==> src/rtl/uartcon_tx_param.sv <==
// Parametrised UART transmitter: one word per valid/load handshake, LSB first,
// configurable frame size, bit period, parity and stop bits, with line BREAK support.
module uartcon_tx_param #(
  parameter int CLKS_PER_BIT = 4,
  parameter int DATA_BITS    = 8,
  parameter int PARITY       = 0,
  parameter int STOP_BITS    = 2
) (
  input  logic                 clk,
  input  logic                 rst_n,
  output logic                 txd,
  input  logic                 valid,
  output logic                 load,
  input  logic [DATA_BITS-1:0] data,
  input  logic                 brk,
  output logic                 busy
);

  localparam int CNT_W  = (CLKS_PER_BIT > 1) ? $clog2(CLKS_PER_BIT) : 1;
  localparam int DBIT_W = $clog2(DATA_BITS);

  localparam logic [CNT_W-1:0]  CNT_LAST  = CNT_W'(CLKS_PER_BIT - 1);
  localparam logic [DBIT_W-1:0] DBIT_LAST = DBIT_W'(DATA_BITS - 1);
  localparam logic              SBIT_LAST = (STOP_BITS == 2);

  typedef enum logic [2:0] {
    S_IDLE,
    S_START,
    S_DATA,
    S_PARITY,
    S_STOP,
    S_BREAK
  } state_t;

  state_t               state;
  logic [CNT_W-1:0]     bit_cnt;
  logic [DBIT_W-1:0]    dbit;
  logic                 sbit;
  logic [DATA_BITS-1:0] shift;
  logic                 par;

  logic tick;
  logic accept_slot;
  logic data_par;

  assign tick = (bit_cnt == CNT_LAST);

  // A new frame or a BREAK may begin only from idle or on the last stop tick.
  assign accept_slot = (state == S_IDLE) ||
                       ((state == S_STOP) && tick && (sbit == SBIT_LAST));

  assign data_par = (PARITY == 1) ? ~^data : ^data;

  // Bit timer is held at zero while idle or in BREAK so the following period starts aligned.
  always_ff @(posedge clk or negedge rst_n) begin
    if (!rst_n) begin
      bit_cnt <= '0;
    end else if (state == S_IDLE || state == S_BREAK || tick) begin
      bit_cnt <= '0;
    end else begin
      bit_cnt <= bit_cnt + CNT_W'(1);
    end
  end

  // NOTE: sequential state uses non-blocking assignments so every register samples pre-edge values.
  always_ff @(posedge clk or negedge rst_n) begin
    if (!rst_n) begin
      state <= S_IDLE;
      txd   <= 1'b1;
      load  <= 1'b0;
      busy  <= 1'b0;
      dbit  <= '0;
      sbit  <= 1'b0;
      shift <= '0;
      par   <= 1'b0;
    end else begin
      load <= 1'b0;
      if (accept_slot && brk) begin
        state <= S_BREAK;
        txd   <= 1'b0;
        busy  <= 1'b1;
        sbit  <= 1'b0;
      end else if (accept_slot && valid) begin
        state <= S_START;
        shift <= data;
        par   <= data_par;
        load  <= 1'b1;
        txd   <= 1'b0;
        busy  <= 1'b1;
        sbit  <= 1'b0;
      end else begin
        case (state)
          S_IDLE: begin
            txd  <= 1'b1;
            busy <= 1'b0;
          end
          S_START: begin
            if (tick) begin
              txd   <= shift[0];
              dbit  <= '0;
              state <= S_DATA;
            end
          end
          S_DATA: begin
            if (tick) begin
              if (dbit == DBIT_LAST) begin
                dbit <= '0;
                if (PARITY != 0) begin
                  state <= S_PARITY;
                  txd   <= par;
                end else begin
                  state <= S_STOP;
                  txd   <= 1'b1;
                  sbit  <= 1'b0;
                end
              end else begin
                dbit  <= dbit + DBIT_W'(1);
                shift <= shift >> 1;
                txd   <= shift[1];
              end
            end
          end
          S_PARITY: begin
            if (tick) begin
              state <= S_STOP;
              txd   <= 1'b1;
              sbit  <= 1'b0;
            end
          end
          S_STOP: begin
            if (tick) begin
              if (sbit == SBIT_LAST) begin
                state <= S_IDLE;
                txd   <= 1'b1;
                busy  <= 1'b0;
                sbit  <= 1'b0;
              end else begin
                sbit <= 1'b1;
              end
            end
          end
          S_BREAK: begin
            if (!brk) begin
              state <= S_STOP;
              txd   <= 1'b1;
              sbit  <= 1'b0;
            end
          end
          default: begin
            state <= S_IDLE;
            txd   <= 1'b1;
            busy  <= 1'b0;
          end
        endcase
      end
    end
  end

endmodule

==> config.mk <==
export PLATFORM = sky130hd
export DESIGN_NAME = uartcon_tx_param
export DESIGN_NICKNAME = d
export VERILOG_FILES = /design/src/rtl/uartcon_tx_param.sv
export SDC_FILE = /design/constraint.sdc
export NUM_CORES = 1
export LEC_CHECK = 0
export ABC_AREA = 1
export CAP_MARGIN = 10
export CELL_PAD_IN_SITES_DETAIL_PLACEMENT = 0
export CELL_PAD_IN_SITES_GLOBAL_PLACEMENT = 1
export CORE_MARGIN = 1
export CORE_UTILIZATION = 30
export CTS_CLUSTER_SIZE = 30
export DETAILED_ROUTE_END_ITERATION = 10
export HOLD_SLACK_MARGIN = 0.03
export PLACE_DENSITY = 0.67
export SYNTH_ARGS = -nofsm -noshare
export SYNTH_HDL_FRONTEND = slang
export SYNTH_SLANG_ARGS = --single-unit
==> constraint.sdc <==
create_clock -name clk -period 1.7 [get_ports clk]
set_input_delay 0.34 -clock clk [delete_from_list [all_inputs] [get_ports clk]]
set_output_delay 0.34 -clock clk [all_outputs]
set_load 0.005 [all_outputs]
=== Yosys cells after proc, flatten, opt, wreduce, memory -nomap -nowiden ===
Cells that the tools add are included.

* Register bits: 20

* Add/sub/neg operators: 2
* Eq/ne operators: 19
* Muxes and demuxes: 45
* Bitwise gates (word level): 2
* Reductions and logical operators: 19

{| class="wikitable"
|+ Operators with widths
! kind !! count
|-
| 3-bit two-way mux || 12
|-
| 8-bit two-way mux || 4
|-
| 1-bit two-way mux || 23
|-
| 3-bit one-hot mux with 6 select lines || 1
|-
| 4-bit != test, second input constant || 4
|-
| 4-bit by 2-bit != test with 1-bit output, second input constant || 3
|-
| 6-bit AND reduction || 2
|-
| 3-bit equality test, second input constant || 3
|-
| 8-bit AND reduction || 1
|-
| 3-bit by 2-bit equality test with 1-bit output, second input constant || 2
|-
| 2-bit != test, second input constant || 3
|-
| 3-bit by 1-bit != test with 1-bit output, second input constant || 2
|-
| 3-bit one-hot mux with 2 select lines || 1
|-
| 2-bit nonzero test || 3
|-
| 6-bit nonzero test || 1
|-
| 1-bit one-hot mux with 5 select lines || 1
|-
| 5-bit AND reduction || 1
|-
| 1-bit logical AND || 4
|-
| 1-bit one-hot mux with 4 select lines || 1
|-
| 4-bit AND reduction || 1
|-
| 4-bit OR reduction || 1
|-
| 3-bit by 1-bit adder with 3-bit output, second input constant || 1
|-
| 3-bit by 1-bit equality test with 1-bit output, second input constant || 1
|-
| 3-bit zero test || 1
|-
| 7 further kinds || 10
|}

=== Depth between registers and ports, before layout ===
* Depth in word-level cells: 7
* Gate-level depth with buffers: 9
* Gate-level depth less buffers: 9

=== Least setup slack after synthesis ===
No wires, ideal clock.

* Path kind: reg2reg
* Start point: register bit_cnt[0]
* End point: register shift[1]
* Arrival time: 1,264 ps
* Setup slack: 319 ps
* Stages on the path, launching flop included: 10
* Path buffers: 1
* Period minus slack after synthesis: 1,381 ps
* Cell sequence: dfrtp_1 > ha_1 > buf_4 > nand2_2 > nand2_4 > nand3_2 > nand2_4 > nand2_4 > nand2_1 > nand2_1

* Word-level cells in the longest chain between the ends: 7
* Elaborated cells on any way between the ends: 12
* Those cells by class: 2 x eq/ne; 1 x mux; 1 x bitwise; 8 x reduce/logical

{| class="wikitable"
|+ Ends and longest elaborated chain
! element !! RTL line !! RTL
|-
| from (decl) || 36 || <nowiki>logic [CNT_W-1:0] bit_cnt;</nowiki>
|-
| from (signal assigned) || 61 || <nowiki>bit_cnt <= bit_cnt + CNT_W'(1);</nowiki>
|-
| 2-bit equality test (*) || 46 || <nowiki>assign tick = (bit_cnt == CNT_LAST);</nowiki>
|-
| 1-bit logical AND (2 in series) || 50 || <nowiki>((state == S_STOP) && tick && (sbit == SBIT_LAST));</nowiki>
|-
| 1-bit logical OR || 49 || <nowiki>assign accept_slot = (state == S_IDLE) ||</nowiki>
|-
| 1-bit logical AND, on equally long branches || 83, 78 ||
|-
| 2-bit != test (no source line) (tied with other cells) || -- ||
|-
| 4-bit AND reduction (no source line) || -- ||
|-
| to (signal assigned) || 85 || <nowiki>shift <= data;</nowiki>
|-
| to (signal assigned) || 118 || <nowiki>shift <= shift >> 1;</nowiki>
|-
| to (decl) || 39 || <nowiki>logic [DATA_BITS-1:0] shift;</nowiki>
|}

Every way passes the cells marked *; elsewhere a longest branch is shown, timed or not.
A chain may end at the register's enable or synchronous reset.

=== Final worst setup path ===
* Start point: register txd
* End point: output port txd

{| class="wikitable"
|+ RTL lines
! element !! RTL line !! RTL
|-
| from (decl) || 11 || <nowiki>output logic txd,</nowiki>
|-
| from (signal assigned) || 99 || <nowiki>txd <= shift[0];</nowiki>
|-
| from (signal assigned) || 110 || <nowiki>txd <= par;</nowiki>
|-
| from (signal assigned) || 119 || <nowiki>txd <= shift[1];</nowiki>
|}

No word-level cell between the ends.

==> impl_results.md <==
* Run status: finished, final reports clean
* Core area at 3744 um2
* CP startpoint kind: flop
* # rows at 22
* Synth top cells by count: 57 x nand2_1, 21 x nand3_1, 19 x dfrtp_1
* ANT cells at 0
* CTS Buf Count at 3
* Final setup vio count at 0
* Unrepaired setup endpoints after global routing: false
* Post-Synth Adder-Cell Area at 3.128%
* Minimum clock period at 1621 ps
* Placed inst area at 1431 um2
* Required @ worst endpoint at 1360 ps
* Main combinational cell family by area after synthesis: simple AND/OR/NAND/NOR gates
* Cts repair resizes at 0
* Critical path capture point type: output port
* Dpl ws at 61.91 ps
* Crit-path max cell delay at 530 ps
* Drt pass-1 iters at 4
* Compound-cell area share of the yosys netlist at 3.962%
* Non-Filler Instances at 230
* Buffers and inverters on the worst path at 1
* Top Ports at 15
* CTS tree: built
* Simple-gate share of the synthesized area at 44.94%
* Routed wire length at 2.645 mm
* Synthesized Nets at 175
* Leakage at 0.7766 nW
* GP Congestion at 0.8199
* Wirelength per Cell at 11.50 um
* Fin. max-slew vios at 0
* Die Wd at 65.24 um
* Root buffer cell: clkbuf_8
* Clk slew on worst S/H paths at 80 ps
* Final hold violations at 0
* GRT Residual Overflow at 0
* Setup Skew at 1.999 ps
* M2 GR Usage at 24.87%
* Post-synth ARST share at 100.0%
* Power Internal at 1.370 mW
* Largest net degree at the start of global routing at 21
* Initial Utilization at 32.05%
* Initial antenna violation count at 0
* Seq pwr share at 34.0%
* CP Class: flop to output port
* Antenna-violating nets left at 0
* Clock power frac at 15.0%
* Synth warn at 0
* Synthesized area per cell at 7.499 um2
* Post-DP HPWL at 2.076 mm
* Area leader, netlist: dfrtp_1
* Clock tree sinks at 20
* CP top delay family: flip-flops
* Area Overhead vs Synth at 23.88%
* Synth area leaders: dfrtp_1 40%, nand2_1 18%, nand3_1 8.8%, nand4_1 4.7%, nor2_1 4.4%
* Final WS setup at 79.10 ps
* Clock tree buffer depth at 2
* Top-count cell post-synth: nand2_1
* Cell count after synthesis at 160
* Power share of the combinational group at 51.0%
* Drt drc at 0
* Design area at 1486 um2
* XOR/XNOR Fraction of Synth Area at 0%
* Worst-Margin Slew at 305.9 ps
* Sw frac at 44.00%
* Global-route wire length before repair at 4.767 mm
* CTS HTree Levels at 1
* Crit share post-route at 95.35%
* Gr busiest metal: met2
* Drt initial violations at 56
* Setup_tns at 0 ps
* Number of buffers added for setup after CTS at 0
* Max Freq at 0.6169 GHz
* Dpl cells at 226
* Design Power at 2.446 mW
* Via Count at 1,092
* DIE AREA at 4256 um2
* NetSw at 1.077 mW
* Mapped Area at 1200 um2
* Worst Hold Class: primary input to async pin
* Relative slew slack at 79.58%
* DR vias/cell at 4.748
* Number of enable flip-flop cells after synthesis at 0
* CP cell instances: clkdlybuf4s50_1
* PortBufs at 14
* Die H at 65.24 um
* Cts hold-fix bufs at 0
* Total Routing Usage GR at 14.50%
* M1 GR Usage at 17.30%
* Pwr per Cell Area at 1646 nW/um2
* CP max FO at 2
* Top_reg_cell synth: dfrtp_1
* Yosys cell types at 22
* Final Net Count at 198
* CP arrival at 1280 ps
* Vias in the first global route at 1,122
* Max-cap viol count at 0
* Peak VDD IR at 0.0006554 V
* Area share of the largest cell type after synthesis at 39.62%
* Sequential fraction of the synthesis area at 41.81%
* Share of layout cells above drive strength 1 at 13.19%
* CP max stage cell: dfstp_2
* Grt met3 use at 3.819%
* Clk Latency, worst-skew pair at 260 ps
* FF+latch count, synth at 20
* Multiplexer share of the synthesized area at 0%
## layout by cell type, fill, tap and decap left out, types with 3 or more instances in the layout
| master | synthesis | routed |
|---|---|---|
| nand2_1 | 57 | 57 |
| nand3_1 | 21 | 21 |
| dfrtp_1 | 19 | 19 |
| nor2_1 | 14 | 14 |
| clkdlybuf4s50_1 | 0 | 14 |
| inv_1 | 12 | 12 |
| nand4_1 | 9 | 9 |
| buf_4 | 1 | 8 |
| o21ai_0 | 5 | 5 |
| clkbuf_8 | 0 | 4 |
| nand2_4 | 3 | 3 |
| nor2_2 | 3 | 3 |
| ha_1 | 3 | 3 |
## power groups by stage
stage,registers [mW],clock network (mW),logic (mW)
after floorplan,0.783,0,0.959
after global placement,0.839,0,1.25
after detailed placement,0.841,0,1.25
after CTS,0.833,0.384,1.26
after global routing,0.856,0.401,1.46
final,0.831,0.368,1.25
## registers in the layout (all words and copies together), names as in the netlist
| name | flops |
|---|---|
| shift | 8 |
| load | 1 |
| sbit | 1 |
| dbit | 3 |
| txd | 1 |
| bit_cnt | 2 |
| state | 3 |
| busy | 1 |
## layout make-up
class                           count  area (um2)
Inverter                           12       45.04
Sequential cell                    20       501.7
Fill cell                         412        2257
Multi-Input combinational cell    124       624.3
Clock buffer                        4       55.05
Tap cell                           48       60.06
Timing Repair Buffer               22       200.2
## kinds of logic after synthesis
family / after synthesis
simple gates: 113
flops: 20
buf+inv: 16
compound gates: 8
fa+ha+maj: 3
## worst register-to-register path, stage by stage, from the launching register on
cell	delay, ps
dfrtp_1	460
nor2_2	310
nand3_2	250
nand2_4	190
nand2_4	100
nand2_1	70
nand2_1	50
## through the flow
| stage | util, % | hold WS (ps) |
|---|---|---|
| 2_1_floorplan | - | 44.41 |
| 3_3_place_gp | 38.24 | 421.8 |
| 3_5_place_dp | 38.24 | 426.8 |
| 4_1_cts | 39.71 | 431.7 |
| 5_1_grt | 39.71 | 463.6 |
| 6_report | 39.71 | 423.8 |
## final timing paths
check | from | end | slack (ps) | cells past startpoint
min in group clk | bit_cnt[0] | bit_cnt[0] | 430 | 1
max | txd | txd | 80 | 1
min reg2reg | bit_cnt[0] | bit_cnt[0] | 430 | 1
min | rst_n | bit_cnt[0] | 420 | 2
max reg2reg | state[0] | shift[2] | 160 | 6
max in group asynchronous | rst_n | txd | 1000 | 2
## layer usage
| metal | wire length, um | share of wire, % | vias up |
|---|---|---|---|
| li1 | - | - | 562 |
| met1 | 1223 | 46 | 489 |
| met2 | 1247 | 47 | 36 |
| met3 | 147 | 5.6 | 5 |
| met4 | 27 | 1.0 | 0 |
| met5 | 0 | 0 | - |
Note: power is estimated with default switching activity, not from simulation.
